### config.mk
export PLATFORM = sky130hd
export DESIGN_NAME = cypher_detector_param_flat
export DESIGN_NICKNAME = d
export VERILOG_FILES = /design/src/rtl/cypher_detector_param_if.sv /design/src/rtl/cypher_detector_param.sv /design/src/flat_wrapper.sv
export SDC_FILE = /design/constraint.sdc
export NUM_CORES = 1
export LEC_CHECK = 0
export BUFFER_PORTS_ARGS = -buffer_cell sky130_fd_sc_hd__buf_2
export CORE_ASPECT_RATIO = 1.1
export CORE_MARGIN = 3
export CORE_UTILIZATION = 40
export DETAILED_ROUTE_END_ITERATION = 8
export MAX_ROUTING_LAYER = met4
export PLACE_DENSITY_LB_ADDON = 0.08
export SYNTH_ARGS = -nofsm -noshare
export SYNTH_HDL_FRONTEND = slang
export SYNTH_SLANG_ARGS = --single-unit
export TNS_END_PERCENT = 100
### constraint.sdc
create_clock -name clock -period 3.7 [get_ports clock]
set_input_delay 0.185 -clock clock [delete_from_list [all_inputs] [get_ports clock]]
set_output_delay 0.185 -clock clock [all_outputs]
set_load 0.01 [all_outputs]
### src/rtl/cypher_detector_param_if.sv
// Keypad-side bundle for the cypher detector: cypher load,
// digit handshake and the status outputs.
interface cypher_detector_param_if #(
    parameter int DIGIT_W    = 4,
    parameter int NUM_DIGITS = 4,
    parameter int SUM_W      = 10,
    parameter int MAX_FAILS  = 3
);
    localparam int PW = $clog2(NUM_DIGITS + 1);
    localparam int FW = $clog2(MAX_FAILS + 1);

    logic                          load_cypher;
    logic [DIGIT_W*NUM_DIGITS-1:0] cypher_in;
    logic                          digit_valid;
    logic [DIGIT_W-1:0]            digit_in;
    logic                          digit_ready;
    logic                          match;
    logic                          mismatch;
    logic [PW-1:0]                 progress;
    logic [SUM_W-1:0]              sum;
    logic [FW-1:0]                 fail_count;
    logic                          locked;

    modport master (
        output load_cypher, cypher_in, digit_valid, digit_in,
        input  digit_ready, match, mismatch, progress, sum,
        input  fail_count, locked
    );

    modport slave (
        input  load_cypher, cypher_in, digit_valid, digit_in,
        output digit_ready, match, mismatch, progress, sum,
        output fail_count, locked
    );
endinterface

### src/rtl/cypher_detector_param.sv
// Sequential cypher detector: in-order digit compare, running sum,
// consecutive-failure counting and a timed lockout.
module cypher_detector_param #(
    parameter int DIGIT_W     = 4,
    parameter int NUM_DIGITS  = 4,
    parameter int SUM_W       = 10,
    parameter int MAX_FAILS   = 3,
    parameter int LOCK_CYCLES = 16
) (
    input logic                     clock,
    input logic                     reset,
    cypher_detector_param_if.slave  bus
);
    localparam int TOT = DIGIT_W * NUM_DIGITS;
    localparam int PW  = $clog2(NUM_DIGITS + 1);
    localparam int FW  = $clog2(MAX_FAILS + 1);
    localparam int TW  = (LOCK_CYCLES > 1) ? $clog2(LOCK_CYCLES) : 1;

    typedef enum logic [1:0] {IDLE, ENTRY, LOCKED} state_e;

    state_e           state_q, state_d;
    logic [TOT-1:0]   cyp_q, cyp_d;
    logic [PW-1:0]    progress_q, progress_d;
    logic [SUM_W-1:0] sum_q, sum_d;
    logic [FW-1:0]    fail_q, fail_d;
    logic [TW-1:0]    timer_q, timer_d;
    logic             match_q, match_d;
    logic             mism_q, mism_d;

    logic             ready;
    logic             accept;
    logic             hit;
    logic             last;
    logic             fail_max;
    logic [TOT-1:0]   cyp_shift;
    logic [DIGIT_W-1:0] exp_digit;

    // Digit 0 sits in the MSBs, so shift the wanted digit to the top.
    assign cyp_shift = cyp_q << (DIGIT_W * int'(progress_q));
    assign exp_digit = cyp_shift[TOT-1 -: DIGIT_W];

    assign ready    = (state_q != LOCKED) && !bus.load_cypher;
    assign accept   = bus.digit_valid && ready;
    assign hit      = (bus.digit_in == exp_digit);
    assign last     = (progress_q == PW'(NUM_DIGITS - 1));
    assign fail_max = (fail_q == FW'(MAX_FAILS - 1));

    always_ff @(posedge clock) begin
        if (reset) begin
            state_q    <= IDLE;
            cyp_q      <= '0;
            progress_q <= '0;
            sum_q      <= '0;
            fail_q     <= '0;
            timer_q    <= '0;
            match_q    <= 1'b0;
            mism_q     <= 1'b0;
        end else begin
            state_q    <= state_d;
            cyp_q      <= cyp_d;
            progress_q <= progress_d;
            sum_q      <= sum_d;
            fail_q     <= fail_d;
            timer_q    <= timer_d;
            match_q    <= match_d;
            mism_q     <= mism_d;
        end
    end

    always_comb begin
        state_d = state_q;
        case (state_q)
            LOCKED: begin
                if (timer_q == '0) state_d = IDLE;
            end
            default: begin
                if (bus.load_cypher) begin
                    state_d = IDLE;
                end else if (accept) begin
                    if (!hit)      state_d = fail_max ? LOCKED : IDLE;
                    else if (last) state_d = IDLE;
                    else           state_d = ENTRY;
                end
            end
        endcase
    end

    always_comb begin
        cyp_d      = cyp_q;
        progress_d = progress_q;
        sum_d      = sum_q;
        fail_d     = fail_q;
        timer_d    = timer_q;
        match_d    = 1'b0;
        mism_d     = 1'b0;
        if (state_q == LOCKED) begin
            timer_d = timer_q - 1'b1;
            if (timer_q == '0) fail_d = '0;
        end else if (bus.load_cypher) begin
            cyp_d      = bus.cypher_in;
            progress_d = '0;
            sum_d      = '0;
        end else if (accept) begin
            // A new attempt restarts the sum with its first digit.
            sum_d      = (progress_q == '0) ? SUM_W'(bus.digit_in)
                                            : sum_q + SUM_W'(bus.digit_in);
            progress_d = '0;
            if (!hit) begin
                mism_d  = 1'b1;
                fail_d  = fail_q + 1'b1;
                timer_d = TW'(LOCK_CYCLES - 1);
            end else if (last) begin
                match_d = 1'b1;
                fail_d  = '0;
            end else begin
                progress_d = progress_q + 1'b1;
            end
        end
    end

    always_comb begin
        bus.digit_ready = ready;
        bus.match       = match_q;
        bus.mismatch    = mism_q;
        bus.progress    = progress_q;
        bus.sum         = sum_q;
        bus.fail_count  = fail_q;
        bus.locked      = (state_q == LOCKED);
    end
endmodule
### src/flat_wrapper.sv
// flat-port wrapper written by rule: the top's interface ports become plain ports
module cypher_detector_param_flat 
#(
    parameter int DIGIT_W     = 4,
    parameter int NUM_DIGITS  = 4,
    parameter int SUM_W       = 10,
    parameter int MAX_FAILS   = 3,
    parameter int LOCK_CYCLES = 16
)
  (clock, reset, bus_load_cypher, bus_cypher_in, bus_digit_valid, bus_digit_in, bus_digit_ready, bus_match, bus_mismatch, bus_progress, bus_sum, bus_fail_count, bus_locked);
  cypher_detector_param_if #(.DIGIT_W(DIGIT_W), .NUM_DIGITS(NUM_DIGITS), .SUM_W(SUM_W), .MAX_FAILS(MAX_FAILS)) bus_i ();
  input logic clock;
  input logic reset;
  input wire logic [$bits(bus_i.load_cypher)-1:0] bus_load_cypher;
  input wire logic [$bits(bus_i.cypher_in)-1:0] bus_cypher_in;
  input wire logic [$bits(bus_i.digit_valid)-1:0] bus_digit_valid;
  input wire logic [$bits(bus_i.digit_in)-1:0] bus_digit_in;
  output wire logic [$bits(bus_i.digit_ready)-1:0] bus_digit_ready;
  output wire logic [$bits(bus_i.match)-1:0] bus_match;
  output wire logic [$bits(bus_i.mismatch)-1:0] bus_mismatch;
  output wire logic [$bits(bus_i.progress)-1:0] bus_progress;
  output wire logic [$bits(bus_i.sum)-1:0] bus_sum;
  output wire logic [$bits(bus_i.fail_count)-1:0] bus_fail_count;
  output wire logic [$bits(bus_i.locked)-1:0] bus_locked;
  assign bus_i.load_cypher = bus_load_cypher;
  assign bus_i.cypher_in = bus_cypher_in;
  assign bus_i.digit_valid = bus_digit_valid;
  assign bus_i.digit_in = bus_digit_in;
  assign bus_digit_ready = bus_i.digit_ready;
  assign bus_match = bus_i.match;
  assign bus_mismatch = bus_i.mismatch;
  assign bus_progress = bus_i.progress;
  assign bus_sum = bus_i.sum;
  assign bus_fail_count = bus_i.fail_count;
  assign bus_locked = bus_i.locked;
  cypher_detector_param #(.DIGIT_W(DIGIT_W), .NUM_DIGITS(NUM_DIGITS), .SUM_W(SUM_W), .MAX_FAILS(MAX_FAILS), .LOCK_CYCLES(LOCK_CYCLES)) u_core (.clock(clock), .reset(reset), .bus(bus_i));
endmodule
==> results of run 1 <==
[placed cells by master (no fill, tap or decap), types with 2 or more instances in the layout]
master and count:
bufinv_16 2, nor3b_1 2, nand3_1 9, mux2i_1 2
a22o_1 2, a21o_1 2, xnor2_1 3, nor3_1 3
clkbuf_8 5, a22oi_1 3, a21oi_1 25, or3_1 3
ha_1 8, nand3b_1 2, o21ai_0 10, and3_1 3
a31oi_1 3, nor2_1 25, a32o_1 3, mux4_2 2
nor2b_1 2, nand2_1 44, mux4_1 2, inv_1 10
dfxtp_1 39, nand2b_1 3, buf_2 42
[worst register-to-register path, cell delays in order (launching register included)]
cell     delay (ps)
dfxtp_1         520
mux4_2          590
xor2_1          160
o22a_1          170
a32o_2          220
and2b_2         260
a32o_1          250
[final timing paths]
kind              slack (ps)                     end                    from
hold reg to reg          460         u_core.cyp_q[4]         u_core.cyp_q[4]
setup / recovery        1430  u_core.bus.progress[1]  u_core.bus.progress[1]
hold / removal           120         u_core.cyp_q[3]        bus_cypher_in[3]
setup reg to reg        1430  u_core.bus.progress[1]  u_core.bus.progress[1]
[report_power, final]
part / internal [mW] / leakage (nW) / switching (mW) / total [mW]
logic: 0.0427 / 0.667 / 0.0581 / 0.101
registers: 0.436 / 0.319 / 0.0102 / 0.446
clock network: 0.270 / 0.0654 / 0.151 / 0.421
[metrics by stage]
stage | hold WS, ps | instance area, µm² | power (mW) | setup WS, ps
2_1_floorplan | 321.0 | 1998 | 0.5205 | 1518
3_3_place_gp | 426.4 | 2226 | 0.5557 | 1497
3_5_place_dp | 432.7 | 2226 | 0.5574 | 1437
4_1_cts | 113.8 | 2359 | 0.9795 | 1414
5_1_grt | 119.6 | 2359 | 1.016 | 1240
6_report | 122.8 | 2359 | 0.9676 | 1426
[flip-flops by register name (all words and copies together), names as in the netlist]
name                   flops
u_core.bus.mismatch        1
u_core.state_q             2
u_core.bus.match           1
u_core.bus.sum            10
u_core.timer_q             4
u_core.cyp_q              16
u_core.bus.progress        3
u_core.bus.fail_count      2
[layer usage]
layer / routed length (µm) / vias to the layer above / GRT usage (%)
met5: 0 / - / -
li1: - / 920 / -
met1: 2191 / 828 / 22.18
met2: 2122 / 43 / 28.80
met3: 206 / 7 / 3.504
met4: 53 / 0 / 4.891
[layout make-up]
cell class | instances | share of cell area, %
Multi-Input combinational cell | 181 | 47.80
Timing Repair Buffer | 42 | 8.912
Sequential cell | 39 | 33.10
Inverter | 10 | 1.592
Tap cell | 56 | 2.971
Clock inverter | 2 | 2.546
Clock buffer | 6 | 3.077
[cell families (layout without fill, tap and decap cells)]
logic type,after synthesis,after routing
flops,39,39
mux,7,7
xor+xnor,4,4
simple gates,102,102
fa+ha+maj,9,9
buf+inv,22,60
compound gates,59,59
==> results.md, run 1 <==
- Top cells by count, synth: nand2_1, dfxtp_1, a21oi_1, nor2_1
- Number of max-cap violations: 0
- Initial Util: 42.07%
- CP Buf/Inv Count: 0
- Min cycle time layout: 2274 ps
- Leak pwr: 1.051 nW
- # port buffers: 42
- Inst Count DP: 328
- Setup TNS: 0 ps
- Layout area overhead: 18.03%
- Sequential share of the synthesized area: 39.07%
- Total global-route track usage: 17.65%
- Fillers: 482
- Clock Sink Count: 39
- Most frequent cell after synthesis: nand2_1
- Worst path depth: 6
- Post-Syn Instances: 242
- Vias/cell: 5.351
- Outcome: finished clean
- Avg WL per Cell: 13.61 µm
- CTS max path bufs: 2
- Antenna diodes: 0
- Root cell of the clock tree: clkbuf_8
- FF+latch area: 780.7 µm²
- Least-Margin Pin Slew: 991.2 ps
- GPL Wtd Cong: 0.7381
- Area of the multi-input gates: 1127 µm²
- Worst setup path class: reg -> reg
- CP arrival: 2460 ps
- Non-filler cells, final: 336
- Count of cell types in the netlist: 47
- Global-route wire length before repair: 7983 µm
- Die width: 73.39 µm
- Compound-Gate Fraction of Synth Area: 18.85%
- Synth Flop Type: dfxtp_1
- Yosys Warn Count: 0
- Postcts setup bufs: 0
- Post-route ant nets: 0
- Largest cells by area after synthesis: dfxtp_1, nand2_1, a21oi_1
- Core Rows: 26
- Synth area leader: dfxtp_1
- Post-synth top area share: 39.07%
- Post-synthesis area per instance: 8.257 µm²
- Post-synthesis mux area share: 6.637%
- Post-Synth XOR/XNOR Area: 1.753%
- Clk pin slew, worst setup/hold paths: 80 ps
- Gr ovfl total: 0
- Post-CTS Hold Buffers: 0
- Detailed-route via count: 1,798
- FF-to-FF path depth: 6
- Vias in the first global route: 1,719
- Worst slew margin: 33.68%
- Final Hold Fails: 0
- Util after Layout: 49.66%
- Fin crit share: 61.47%
- Layout cells sized above 1: 20.36%
- Largest family of logic cells by synthesized area: simple AND/OR/NAND/NOR gates
- Number of synthesized flops with an enable pin: 0
- Drt pass-1 iters: 5
- H-Tree Depth: 2
- Simple-gate share of the synthesized area: 23.17%
- Clk_skew: 5.335 ps
- CTS Buf Count: 5
- DRT iter0 DRCs: 69
- Hold Path Depth: 3
- Required time of the critical path: 3890 ps
- Critical-path cell list: mux4_2 > xor2_1 > o22a_1 > a32o_2 > and2b_2 > a32o_1
- Final nets: 312
- Worst-Skew Late Latency: 290 ps
- Maximum fanout along the worst path: 8
- Critical path capture point type: flop
- DRC viols: 0
- Synthesized area: 1998 µm²
- Async SR Flop Fraction: 0%
- PwrDens: 410.3 nW/µm²
- Adder-cell area share of the yosys netlist: 6.011%
- Worst vdd ir: 186.7 µV
- Die area: 5881 µm²
- Seq cells post-synth: 39
- Post-DP HPWL: 3326 µm
- CTS tree: yes
- RSZ-0062 raised after global routing: false
- Startpoint types: flop
- Slowest stage delay, CP: 590 ps
- Die H: 80.13 µm
- I/O pin cnt: 43
- Max Freq: 439.7 MHz
- Core footprint: 4750 µm²
- Syn nets: 275
- Pins Over Slew Limit: 0
- Slowest-stage cell, CP: mux4_2
- Initial antenna violation count: 0
- Final setup viols: 0
- Worst path top cell family by delay: compound AO/OA/AOI/OAI gates
- Cts repair resizes: 0
- Largest net degree at the start of global routing: 35
- HP Class: in -> reg
- DRT Wirelength: 4574 µm
Power figures use the tool's default switching activity.
==> inputs of run 2 (changes only) <==
==> constraint.sdc (replaced) <==
create_clock -name clock -period 1.9 [get_ports clock]
set_input_delay 0.095 -clock clock [delete_from_list [all_inputs] [get_ports clock]]
set_output_delay 0.095 -clock clock [all_outputs]
set_load 0.01 [all_outputs]
==> results.md, run 2 (synthesis gave the netlist of run 1 again) <==
- Outcome: finished with violations
- Min cycle time layout: 2096 ps
- Pins Over Slew Limit: 0
- Final Hold Fails: 0
- Cell Area, Placed: 2365 µm²
- PwrDens: 667.8 nW/µm²
- Critical path capture point type: flop
- Vias in the first global route: 1,683
- CTS Buf Count: 5
- Clk pin slew, worst setup/hold paths: 80 ps
- Leak pwr: 1.152 nW
- Die width: 73.39 µm
- Largest register FFs: 16
- Detailed-route via count: 1,857
- # port buffers: 42
- Design area: 2554 µm²
- Routing usage on met1: 24.02%
- Post-CTS Hold Buffers: 0
- Final nets: 332
- Dpl ws: -194.0 ps
- Vias/cell: 5.216
- Die H: 80.13 µm
- FF+latch area: 789.5 µm²
- Avg WL per Cell: 13.46 µm
- CP arrival: 2280 ps
- Met2 Usage GRT: 25.22%
- Clock Sink Count: 39
- Worst path top cell family by delay: multiplexers
- Number of max-cap violations: 0
- Inst Count DP: 346
- Global-route wire length before repair: 7845 µm
- Slowest-stage cell, CP: mux4_2
- Post-route ant nets: 0
- H-Tree Depth: 2
- HP Class: in -> reg
- Setup TNS: -1311 ps
- Area of the multi-input gates: 1192 µm²
- Slowest stage delay, CP: 560 ps
- Most frequent cells in the layout: nand2_1, buf_2, dfxtp_1
- Initial antenna violation count: 0
- DRT Wirelength: 4792 µm
- GPL Wtd Cong: 0.7887
- Layout cells sized above 1: 31.33%
- Post-route setup slack: -196.4 ps
- CP Buf/Inv Count: 0
- Maximum fanout along the worst path: 7
- Util after Layout: 53.77%
- Core Rows: 26
- Initial Util: 42.07%
- Least-Margin Pin Slew: 723.0 ps
- CTS tree: yes
- Clk_skew: 7.694 ps
- Gr ovfl total: 0
- Required time of the critical path: 2080 ps
- Worst vdd ir: 328.1 µV
- Non-filler cells, final: 356
- Failing checks: setup timing
- Root cell of the clock tree: clkbuf_8
- Critical-path cell list: mux4_2 > xnor2_2 > nand4b_1 > a32o_2 > and2b_2 > a32o_1
- Final setup viols: 11
- DRT iter0 DRCs: 114
- RSZ-0062 raised after global routing: true
- CTS max path bufs: 2
- Largest net degree at the start of global routing: 21
- Fin crit share: 110.3%
- Startpoint types: flop
- Final Power: 1.705 mW
- Post-DP HPWL: 3461 µm
- Core footprint: 4750 µm²
- Total global-route track usage: 17.40%
- Worst slew margin: 51.48%
- Drt pass-1 iters: 5
- I/O pin cnt: 43
- GR peak layer: met2
- Antenna diodes: 0
- DRC viols: 0
- Commonest non-fill, non-tap cell in the layout: nand2_1
- Layout area overhead: 27.80%
- Worst setup path class: reg -> reg
- Top reg by flops: u_core.cyp_q
- Tightest hold margin: 40.92 ps
- Die area: 5881 µm²
- Fillers: 473
- Max Freq: 477.0 MHz
- Worst-Skew Late Latency: 290 ps
- Met3 GRT Util: 3.880%
## run 2: cell count changes in the layout (fill, tap and decap cells not counted), moves of 2 or more
cell       previous run  this run
dfxtp_1              39        36
dfxtp_4               0         2
bufinv_16             2         0
clkbuf_8              5         7
buf_4                 0        19
a21oi_2               1         4
nor2_1               25        23
a21oi_1              25        22
nor2_2                0         2
## run 2: layout make-up
cell class / instances / share of cell area (%)
Tap cell: 56 / 2.744
Clock buffer: 8 / 3.920
Timing Repair Buffer: 62 / 14.26
Inverter: 10 / 1.470
Sequential cell: 39 / 30.92
Multi-Input combinational cell: 181 / 46.69
## run 2: worst reg2reg max path, cell delays in order, from the launching register on
cell and delay, ps:
dfxtp_4 400, mux4_2 560, xnor2_2 160, nand4b_1 90, a32o_2 290, and2b_2 260, a32o_1 230
## run 2: path summary, 6_finish.rpt
| check | startpoint | cells past startpoint | slack [ps] | end |
|---|---|---|---|---|
| worst max-delay path | u_core.bus.progress[1] | 6 | -200 | u_core.bus.progress[1] |
| worst min-delay path | bus_cypher_in[2] | 3 | 40 | u_core.cyp_q[2] |
| worst min register to register | u_core.cyp_q[3] | 2 | 450 | u_core.cyp_q[3] |
| worst max register to register | u_core.bus.progress[1] | 6 | -200 | u_core.bus.progress[1] |
## run 2: routing by layer
layer | part of all wire (%) | vias to the layer above | routed length (µm)
met1 | 49 | 846 | 2355
met3 | 4.8 | 5 | 228
met2 | 45 | 42 | 2166
met5 | 0 | - | 0
met4 | 0.86 | 0 | 41
li1 | - | 964 | -
## run 2: what timing repair did
| action | CTS | global route |
|---|---|---|
| pin swaps | 3 | 9 |
| setup buffers | 0 | 2 |
| endpoints found under the setup margin | 14 | 19 |
| cloned | 0 | 0 |
| resized for setup | 4 | 14 |
## run 2: where the power goes
group | total, mW | internal (mW) | switching (mW) | leakage, nW
clock | 0.618 | 0.332 | 0.286 | 0.0515
sequential | 0.867 | 0.846 | 0.0203 | 0.321
combinational | 0.221 | 0.101 | 0.120 | 0.780
total | 1.71 | 1.28 | 0.427 | 1.15
